<file path="config.mk">
export PLATFORM = sky130hd
export DESIGN_NAME = game_round_controller_flat
export DESIGN_NICKNAME = d
export VERILOG_FILES = /design/src/rtl/game_round_controller_pkg.sv /design/src/rtl/game_round_controller_if.sv /design/src/rtl/game_round_controller_bt_edge_detect.sv /design/src/rtl/game_round_controller.sv /design/src/flat_wrapper.sv
export SDC_FILE = /design/constraint.sdc
export NUM_CORES = 1
export LEC_CHECK = 0
export CAP_MARGIN = 40
export CELL_PAD_IN_SITES_DETAIL_PLACEMENT = 0
export CELL_PAD_IN_SITES_GLOBAL_PLACEMENT = 2
export CORE_MARGIN = 1.5
export CORE_UTILIZATION = 27
export DETAILED_ROUTE_END_ITERATION = 7
export GPL_TIMING_DRIVEN = 0
export HOLD_SLACK_MARGIN = 0.12
export PLACE_DENSITY_LB_ADDON = 0.1
export SYNTH_ARGS = -nofsm -noshare
export SYNTH_HDL_FRONTEND = slang
export SYNTH_HIERARCHICAL = 1
export SYNTH_SLANG_ARGS = --single-unit
</file>
<file path="constraint.sdc">
create_clock -name clk -period 2.1 [get_ports clk]
set_input_delay 0.525 -clock clk [delete_from_list [all_inputs] [get_ports clk]]
set_output_delay 0.525 -clock clk [all_outputs]
set_load 0.02 [all_outputs]
</file>
<file path="src/rtl/game_round_controller_pkg.sv">
// Shared types and widths for the number-guessing round controller.
// Used by the interface, the button edge detector and the top FSM.
package game_pkg;

  localparam int TARGET_W = 4;
  localparam int TIME_W   = 6;

  typedef enum logic [1:0] {
    ST_IDLE = 2'd0,
    ST_PLAY = 2'd1,
    ST_WIN  = 2'd2,
    ST_LOSE = 2'd3
  } state_t;

endpackage

</file>
<file path="src/rtl/game_round_controller_if.sv">
// Signal bundle between the round controller and its environment:
// buttons, tick source, random_generator and display/LED drivers.
interface game_round_controller_if;
  import game_pkg::*;

  logic                start_bt;
  logic                guess_bt;
  logic [TARGET_W-1:0] guess;
  logic [TARGET_W-1:0] rand_q;
  logic                sec_tick;

  logic                rng_enable;
  logic                rng_timeout;
  logic [TARGET_W-1:0] target;
  logic [TARGET_W-1:0] attempts;
  logic [TIME_W-1:0]   time_left;
  logic                higher;
  logic                lower;
  logic                win;
  logic                lose;
  logic [1:0]          state;

  modport master (
    output start_bt,
    output guess_bt,
    output guess,
    output rand_q,
    output sec_tick,
    input  rng_enable,
    input  rng_timeout,
    input  target,
    input  attempts,
    input  time_left,
    input  higher,
    input  lower,
    input  win,
    input  lose,
    input  state
  );

  modport slave (
    input  start_bt,
    input  guess_bt,
    input  guess,
    input  rand_q,
    input  sec_tick,
    output rng_enable,
    output rng_timeout,
    output target,
    output attempts,
    output time_left,
    output higher,
    output lower,
    output win,
    output lose,
    output state
  );

endinterface

</file>
<file path="src/rtl/game_round_controller_bt_edge_detect.sv">
// Press/release detector for an active-low debounced button level.
// History resets to 1 (released) so no spurious edge follows reset.
module bt_edge_detect (
  input  logic clk,
  input  logic reset,
  input  logic i_bt,
  output logic o_press,
  output logic o_release
);

  logic r_prev;

  always_ff @(posedge clk) begin
    if (!reset) begin
      r_prev <= 1'b1;
    end else begin
      r_prev <= i_bt;
    end
  end

  assign o_press   = r_prev & ~i_bt;
  assign o_release = ~r_prev & i_bt;

endmodule

</file>
<file path="src/rtl/game_round_controller.sv">
// One round of the guessing game: seed capture, timed guessing, win/lose.
// Define HINT_ENABLE_EN to drive the higher/lower hint outputs.
module game_round_controller
  import game_pkg::*;
#(
  parameter int MAX_ATTEMPTS  = 8,
  parameter int ROUND_SECONDS = 30
) (
  input  logic                    clk,
  input  logic                    reset,
  game_round_controller_if.slave  bus
);

  localparam logic [TARGET_W-1:0] MAX_A =
    TARGET_W'(MAX_ATTEMPTS);
  localparam logic [TIME_W-1:0] ROUND_T =
    TIME_W'(ROUND_SECONDS);

  state_t              r_state;
  logic [TARGET_W-1:0] r_target;
  logic [TARGET_W-1:0] r_attempts;
  logic [TIME_W-1:0]   r_time;
  logic                r_higher;
  logic                r_lower;
  logic                r_win;
  logic                r_lose;
  logic                r_rng_en;
  logic                r_rng_to;

  state_t              w_state_n;
  logic [TARGET_W-1:0] w_target_n;
  logic [TARGET_W-1:0] w_att_n;
  logic [TIME_W-1:0]   w_time_n;
  logic                w_higher_n;
  logic                w_lower_n;
  logic                w_win_n;
  logic                w_lose_n;
  logic                w_rng_n;
  logic                w_won;
  logic                w_lost;

  logic w_start_press;
  logic w_start_rel;
  logic w_guess_press;
  logic w_guess_rel;
  logic w_hint_hi;
  logic w_hint_lo;
  logic w_unused_ev;

  bt_edge_detect u_start_ed (
    .clk       (clk),
    .reset     (reset),
    .i_bt      (bus.start_bt),
    .o_press   (w_start_press),
    .o_release (w_start_rel)
  );

  bt_edge_detect u_guess_ed (
    .clk       (clk),
    .reset     (reset),
    .i_bt      (bus.guess_bt),
    .o_press   (w_guess_press),
    .o_release (w_guess_rel)
  );

  assign w_unused_ev = w_start_press | w_guess_rel;

`ifdef HINT_ENABLE_EN
  assign w_hint_hi = bus.guess < r_target;
  assign w_hint_lo = bus.guess > r_target;
`else
  assign w_hint_hi = 1'b0;
  assign w_hint_lo = 1'b0;
`endif

  always_ff @(posedge clk) begin
    if (!reset) begin
      r_state    <= ST_IDLE;
      r_target   <= '0;
      r_attempts <= '0;
      r_time     <= '0;
      r_higher   <= 1'b0;
      r_lower    <= 1'b0;
      r_win      <= 1'b0;
      r_lose     <= 1'b0;
      r_rng_en   <= 1'b0;
      r_rng_to   <= 1'b0;
    end else begin
      r_state    <= w_state_n;
      r_target   <= w_target_n;
      r_attempts <= w_att_n;
      r_time     <= w_time_n;
      r_higher   <= w_higher_n;
      r_lower    <= w_lower_n;
      r_win      <= w_win_n;
      r_lose     <= w_lose_n;
      r_rng_en   <= w_rng_n;
      r_rng_to   <= w_rng_n;
    end
  end

  always_comb begin
    w_state_n  = r_state;
    w_target_n = r_target;
    w_att_n    = r_attempts;
    w_time_n   = r_time;
    w_higher_n = r_higher;
    w_lower_n  = r_lower;
    w_win_n    = r_win;
    w_lose_n   = r_lose;
    w_won      = 1'b0;
    w_lost     = 1'b0;

    unique case (r_state)
      ST_IDLE: begin
        if (w_start_rel) begin
          w_target_n = bus.rand_q;
          w_att_n    = '0;
          w_time_n   = ROUND_T;
          w_higher_n = 1'b0;
          w_lower_n  = 1'b0;
          w_win_n    = 1'b0;
          w_lose_n   = 1'b0;
          w_state_n  = ST_PLAY;
        end
      end

      ST_PLAY: begin
        if (w_guess_press) begin
          if (r_attempts != MAX_A) begin
            w_att_n = r_attempts + 1'b1;
          end
          if (bus.guess == r_target) begin
            w_won = 1'b1;
          end else begin
            w_higher_n = w_hint_hi;
            w_lower_n  = w_hint_lo;
            if (r_attempts + 1'b1 == MAX_A) begin
              w_lost = 1'b1;
            end
          end
        end
        // Guess is judged before the tick; a correct final guess still wins.
        if (bus.sec_tick && r_time != '0) begin
          w_time_n = r_time - 1'b1;
          if (r_time == TIME_W'(1)) begin
            w_lost = 1'b1;
          end
        end
        if (w_won) begin
          w_win_n   = 1'b1;
          w_state_n = ST_WIN;
        end else if (w_lost) begin
          w_lose_n  = 1'b1;
          w_state_n = ST_LOSE;
        end
      end

      ST_WIN, ST_LOSE: begin
        if (w_start_rel) begin
          w_win_n    = 1'b0;
          w_lose_n   = 1'b0;
          w_higher_n = 1'b0;
          w_lower_n  = 1'b0;
          w_att_n    = '0;
          w_state_n  = ST_IDLE;
        end
      end
    endcase

    w_rng_n = (w_state_n == ST_IDLE);
  end

  assign bus.rng_enable  = r_rng_en;
  assign bus.rng_timeout = r_rng_to;
  assign bus.target      = r_target;
  assign bus.attempts    = r_attempts;
  assign bus.time_left   = r_time;
  assign bus.higher      = r_higher;
  assign bus.lower       = r_lower;
  assign bus.win         = r_win;
  assign bus.lose        = r_lose;
  assign bus.state       = r_state;

endmodule
</file>
<file path="src/flat_wrapper.sv">
// flat-port wrapper written by rule: the top's interface ports become plain ports
module game_round_controller_flat import game_pkg::*;
#(
  parameter int MAX_ATTEMPTS  = 8,
  parameter int ROUND_SECONDS = 30
)
  (clk, reset, bus_start_bt, bus_guess_bt, bus_guess, bus_rand_q, bus_sec_tick, bus_rng_enable, bus_rng_timeout, bus_target, bus_attempts, bus_time_left, bus_higher, bus_lower, bus_win, bus_lose, bus_state);
  game_round_controller_if bus_i ();
  input  logic clk;
  input  logic reset;
  input wire logic [$bits(bus_i.start_bt)-1:0] bus_start_bt;
  input wire logic [$bits(bus_i.guess_bt)-1:0] bus_guess_bt;
  input wire logic [$bits(bus_i.guess)-1:0] bus_guess;
  input wire logic [$bits(bus_i.rand_q)-1:0] bus_rand_q;
  input wire logic [$bits(bus_i.sec_tick)-1:0] bus_sec_tick;
  output wire logic [$bits(bus_i.rng_enable)-1:0] bus_rng_enable;
  output wire logic [$bits(bus_i.rng_timeout)-1:0] bus_rng_timeout;
  output wire logic [$bits(bus_i.target)-1:0] bus_target;
  output wire logic [$bits(bus_i.attempts)-1:0] bus_attempts;
  output wire logic [$bits(bus_i.time_left)-1:0] bus_time_left;
  output wire logic [$bits(bus_i.higher)-1:0] bus_higher;
  output wire logic [$bits(bus_i.lower)-1:0] bus_lower;
  output wire logic [$bits(bus_i.win)-1:0] bus_win;
  output wire logic [$bits(bus_i.lose)-1:0] bus_lose;
  output wire logic [$bits(bus_i.state)-1:0] bus_state;
  assign bus_i.start_bt = bus_start_bt;
  assign bus_i.guess_bt = bus_guess_bt;
  assign bus_i.guess = bus_guess;
  assign bus_i.rand_q = bus_rand_q;
  assign bus_i.sec_tick = bus_sec_tick;
  assign bus_rng_enable = bus_i.rng_enable;
  assign bus_rng_timeout = bus_i.rng_timeout;
  assign bus_target = bus_i.target;
  assign bus_attempts = bus_i.attempts;
  assign bus_time_left = bus_i.time_left;
  assign bus_higher = bus_i.higher;
  assign bus_lower = bus_i.lower;
  assign bus_win = bus_i.win;
  assign bus_lose = bus_i.lose;
  assign bus_state = bus_i.state;
  game_round_controller #(.MAX_ATTEMPTS(MAX_ATTEMPTS), .ROUND_SECONDS(ROUND_SECONDS)) u_core (.clk(clk), .reset(reset), .bus(bus_i));
endmodule
</file>
# Word-level counts from Yosys, hierarchy flattened
# Cells that the tools add are included.
# W data, S select, Z words.
dict set report word_totals {
  reg_bits 22
  inputBits 13
  out_inout_bits 22
  elab_cells 75
}
dict set report op_classes {
  add_sub_neg 2
  eq_ne 16
  n_mux 30
  bitwise 4
  reduce_logical 13
}
# operator n
set ops {}
lappend ops {{$mux W1} 15}
lappend ops {{$mux W4} 3}
lappend ops {{$mux W6} 2}
lappend ops {{$pmux W6 S2} 1}
lappend ops {{$reduce_and A3 Y1} 4}
lappend ops {{$ne A2 B1 Y1 const B} 5}
lappend ops {{$mux W2} 4}
lappend ops {{$ne A2 B2 Y1 const B} 4}
lappend ops {{$pmux W4 S2} 1}
lappend ops {{$eq A6 B1 Y1 const B} 1}
lappend ops {{$pmux W1 S2} 3}
lappend ops {{$pmux W2 S3} 1}
lappend ops {{$reduce_bool A6 Y1} 1}
lappend ops {{$sub A6 B1 Y6 const B} 1}
lappend ops {{$add A4 B1 Y4 const B} 1}
lappend ops {{$eq A2 B2 Y1 const B} 2}
lappend ops {{$eq A4 B4 Y1} 1}
lappend ops {{$eq A4 B4 Y1 const B} 1}
lappend ops {{$logic_not A2 Y1} 2}
lappend ops {{$ne A4 B4 Y1 const B} 1}
lappend ops {{$reduce_and A2 Y1} 2}
lappend ops {{$reduce_or A3 Y1} 1}
lappend ops {{$and A1 B1 Y1} 2}
lappend ops {{$eq A2 B1 Y1 const B} 1}
lappend ops {{other kinds (4)} 5}

# Depth between registers and ports, before layout
dict set report logic_depth {
  depth_word 12
  ltp_mapped 7
  mapped_depth_nobuf 6
}

# Hierarchy
# The synthesis kept the hierarchy.
# module instances cells_per_inst area_each_um2 seq_area_each_um2
set by_module_without_submodules {}
lappend by_module_without_submodules {game_round_controller 1 118 1104.8 380.4}
lappend by_module_without_submodules {bt_edge_detect 2 4 38.8 20.0}

# Worst setup path before layout
# OpenSTA, ideal clock, no wires.
dict set report synth_path {
  path_type {input to register}
  startpoint {input bus_start_bt}
  endpoint {register u_core.r_time[0] (netlist: u_core/bus.time_left[0])}
  setup_ns 0.115
  arrival_time_ns 1.626
  setup_slack_ns 0.360
  cell_stages 7
  path_buffers 2
  path_cell_list {nor2b_1 -> buf_2 -> nor3b_1 -> buf_2 -> nor2_1 -> mux2_1 -> and2_1}
}
dict set report synth_between {
  elab_chain_len 3
}
# element line
set synth_rtl {}
lappend synth_rtl {{from (decl)} flat_wrapper.sv:11} ;# input wire logic [$bits(bus_i.start_bt)-1:0] bus_start_bt;
lappend synth_rtl {{$and A1 B1 Y1} game_round_controller_bt_edge_detect.sv:22} ;# assign o_release = ~r_prev & i_bt;
lappend synth_rtl {{$ne A2 B2 Y1 (no source line)} n/a}
lappend synth_rtl {{$reduce_and A3 Y1 (no source line)} n/a}
lappend synth_rtl {{to (signal assigned)} game_round_controller.sv:92} ;# r_time <= w_time_n;
lappend synth_rtl {{to (decl)} game_round_controller.sv:22} ;# logic [TIME_W-1:0] r_time;
# No other way between the ends.
# A chain may end at the register's enable or synchronous reset.

# Final worst setup path
dict set report layout_path {
  startpoint {input bus_start_bt}
  endpoint {register u_core.r_time[0] (netlist: u_core/bus.time_left[0])}
}
dict set report layout_between {
  elab_chain_len 3
}
# element line
set layout_rtl {}
lappend layout_rtl {{$and A1 B1 Y1} game_round_controller_bt_edge_detect.sv:22}
lappend layout_rtl {{named net u_core.w_start_rel} game_round_controller.sv:43} ;# logic w_start_rel;
lappend layout_rtl {{$ne A2 B2 Y1 (no source line)} n/a}
lappend layout_rtl {{$reduce_and A3 Y1 (no source line)} n/a}
# The timed path passes the listed nets, and every way through them passes these cells.

==> flow_metrics.tcl <==
set metrics [dict create \
    min_to "u_core/bus.win" \
    cp-start-kind "input pin" \
    crit_fanout 8 \
    worst_r2r_path_depth 5 \
    clk_pin_slew_worst_paths_ns 0.08 \
    fin_skew_ns 0.00848 \
    max_stage_delay_ns 0.46 \
    cts.htree.levels 1 \
    crit_type "in -> reg" \
    min_period_ns 1.95 \
    critical_path_required_ns 2.26 \
    grt_antenna_before_repair 0 \
    r2r_slack_ns 0.47 \
    critPathSlowestCell "clkdlybuf4s50_1" \
    timing.final.crit_share 0.927 \
    cts_tree "done" \
    diodes 0 \
    netlist_instances 124 \
    worst_slack_ns 0.152 \
    initial_utilization 0.286 \
    power_frac_seq 0.495 \
    crit-reg2reg-launch "u_core/bus.attempts[0]" \
    detail_route.first_pass.iterations 4 \
    rows 23 \
    peakVddDrop_mv 0.176 \
    p_leak_nw 0.637 \
    critPathArrivalTime_ns 2.11 \
    maxCapViolations 0 \
    cp-end-kind "flop" \
    rsz0062_at_grt "no" \
    drt_wl_total_mm 2.70 \
    ant_nets 0 \
    power_density_nw_per_um2 536 \
    crit_buf_inv 3 \
    die_area_um2 4740 \
    nets 182 \
    area_growth_pct 38.8 \
    root_buffer "clkbuf_8" \
    hold_viol 0 \
    gp_congestion 0.689 \
    netSwitchingPower_mw 0.234 \
    fill_cells 418 \
    die-height_um 68.8 \
    clkSinkCount 21 \
    cp_top_family "buffers and inverters" \
    fmax_mhz 513 \
    min-delay-start "u_core/bus.win" \
    ys_warn_count 6 \
    place_ws_ns -0.286 \
    grt_pass1_wl_mm 4.49 \
    hpwl_mm 2.04 \
    dp_cells 207 \
    portBuffers 32 \
    combPwrFrac 0.199 \
    overflow 0 \
    maxSlewViolCount 0 \
    holdWs_ns 0.500 \
    vias 1000 \
    whs_path_depth 2 \
    grt_pass1_vias 1014 \
    pin_count 35 \
    crit-reg2reg-capture "u_core/bus.state[1]" \
    clockBufferDepth 2 \
    p_sw_frac 0.269 \
    path_cells "clkdlybuf4s50_1, nor2b_1, buf_2, nor3b_1, buf_4, nor2_1, mux2_1, and2_1" \
    p_int_mw 0.636 \
    grt_max_degree 12 \
    clock_latency_ns 0.26 \
    die_w_um 68.8 \
    cts_buffers 3 \
    outcome "finished, final reports clean" \
    track_usage 0.126 \
    hp-class "reg -> reg" \
    syn_avg_cell_area_um2 9.43 \
    setup_violations 0 \
    vias_per_cell 4.72 \
    drtIter0Drc 35 \
    postCtsHoldBufs 0 \
    fin_cells 212 \
    wl_per_cell_um 12.8 \
    drc 0 \
    clkPwrFrac 0.305 \
    fp.coreArea_um2 4090 \
    tns_ns 0 \
    drive_above_1_share 0.105 \
    syn_area_um2 1170 \
]
[through the flow]
stage          cell area (µm²)  power [mW]  utilization
2_1_floorplan             1170       0.538            -
3_3_place_gp              1560       0.610        0.381
3_5_place_dp              1560       0.611        0.381
4_1_cts                   1600       0.881        0.393
5_1_grt                   1620       0.919        0.397
6_report                  1620       0.870        0.397
[what timing repair did]
item / 4_1_cts / 5_1_grt
setup endpoints to repair: 1 / 1
hold endpoints to repair: 0 / 0
setup buffers: 0 / 1
resized for setup: 1 / 0
[layout make-up]
class,instances,area (µm²),share of cell area
buffer,8,55.1,0.0339
clock buffer,4,45.0,0.0277
inverter,7,26.3,0.0162
multi-input combinational,89,674,0.415
sequential,21,420,0.259
tap,50,62.6,0.0385
timing repair buffer,33,340,0.210
[worst register-to-register path, stage by stage (launching register included)]
cell      delay, ns
dfxtp_1        0.44
ha_1           0.25
xnor2_1        0.13
nand3_1        0.12
or3_1          0.33
a311oi_1       0.27
[state kept, by name (all words and copies together), names as in the netlist]
register,count
u_core/bus.lose,1
u_core/u_start_ed/r_prev,1
u_core/bus.win,1
u_core/bus.time_left,6
u_core/bus.target,4
u_core/bus.attempts,4
u_core/u_guess_ed/r_prev,1
u_core/bus.rng_timeout,1
u_core/bus.state,2
[metal layers]
metal / vias to the layer above / share of wire / track usage
met1: 459 / 0.50 / 0.168
li1: 515 / - / -
met2: 24 / 0.45 / 0.206
met4: 0 / 0.0074 / 0.0441
met5: - / 0 / 0
met3: 2 / 0.044 / 0.0227
[cell usage in the layout, fill, tap and decap left out, types with 4 or more instances in the layout]
cell type	instances
a21oi_1	6
a211oi_1	4
dfxtp_1	21
nand3_1	5
mux2i_1	4
nor2_1	10
ha_1	6
inv_1	7
buf_4	4
clkdlybuf4s50_1	32
xor2_1	6
nand2_1	4
[worst max path at each step]
stage / startpoint / to / slack [ns] / cells after the start
final: bus_start_bt / u_core/bus.time_left[0] / 0.15 / 8
after global routing: bus_start_bt / u_core/bus.time_left[0] / 0.03 / 8
after CTS: bus_start_bt / u_core/bus.time_left[0] / 0.05 / 8
after detailed placement: bus_start_bt / u_core/bus.time_left[0] / -0.29 / 8
after global placement: bus_start_bt / u_core/bus.time_left[0] / -0.28 / 8
after floorplan: bus_start_bt / u_core/bus.time_left[0] / 0.36 / 7
[power groups by stage]
stage / Combinational, mW / Sequential [mW] / Clock, mW
floorplan: 0.0850 / 0.453 / 0
global placement: 0.170 / 0.440 / 0
detailed placement: 0.170 / 0.441 / 0
CTS: 0.171 / 0.431 / 0.278
global route: 0.190 / 0.434 / 0.295
finish: 0.174 / 0.431 / 0.265
No activity file was read; power rests on OpenSTA's default activity.
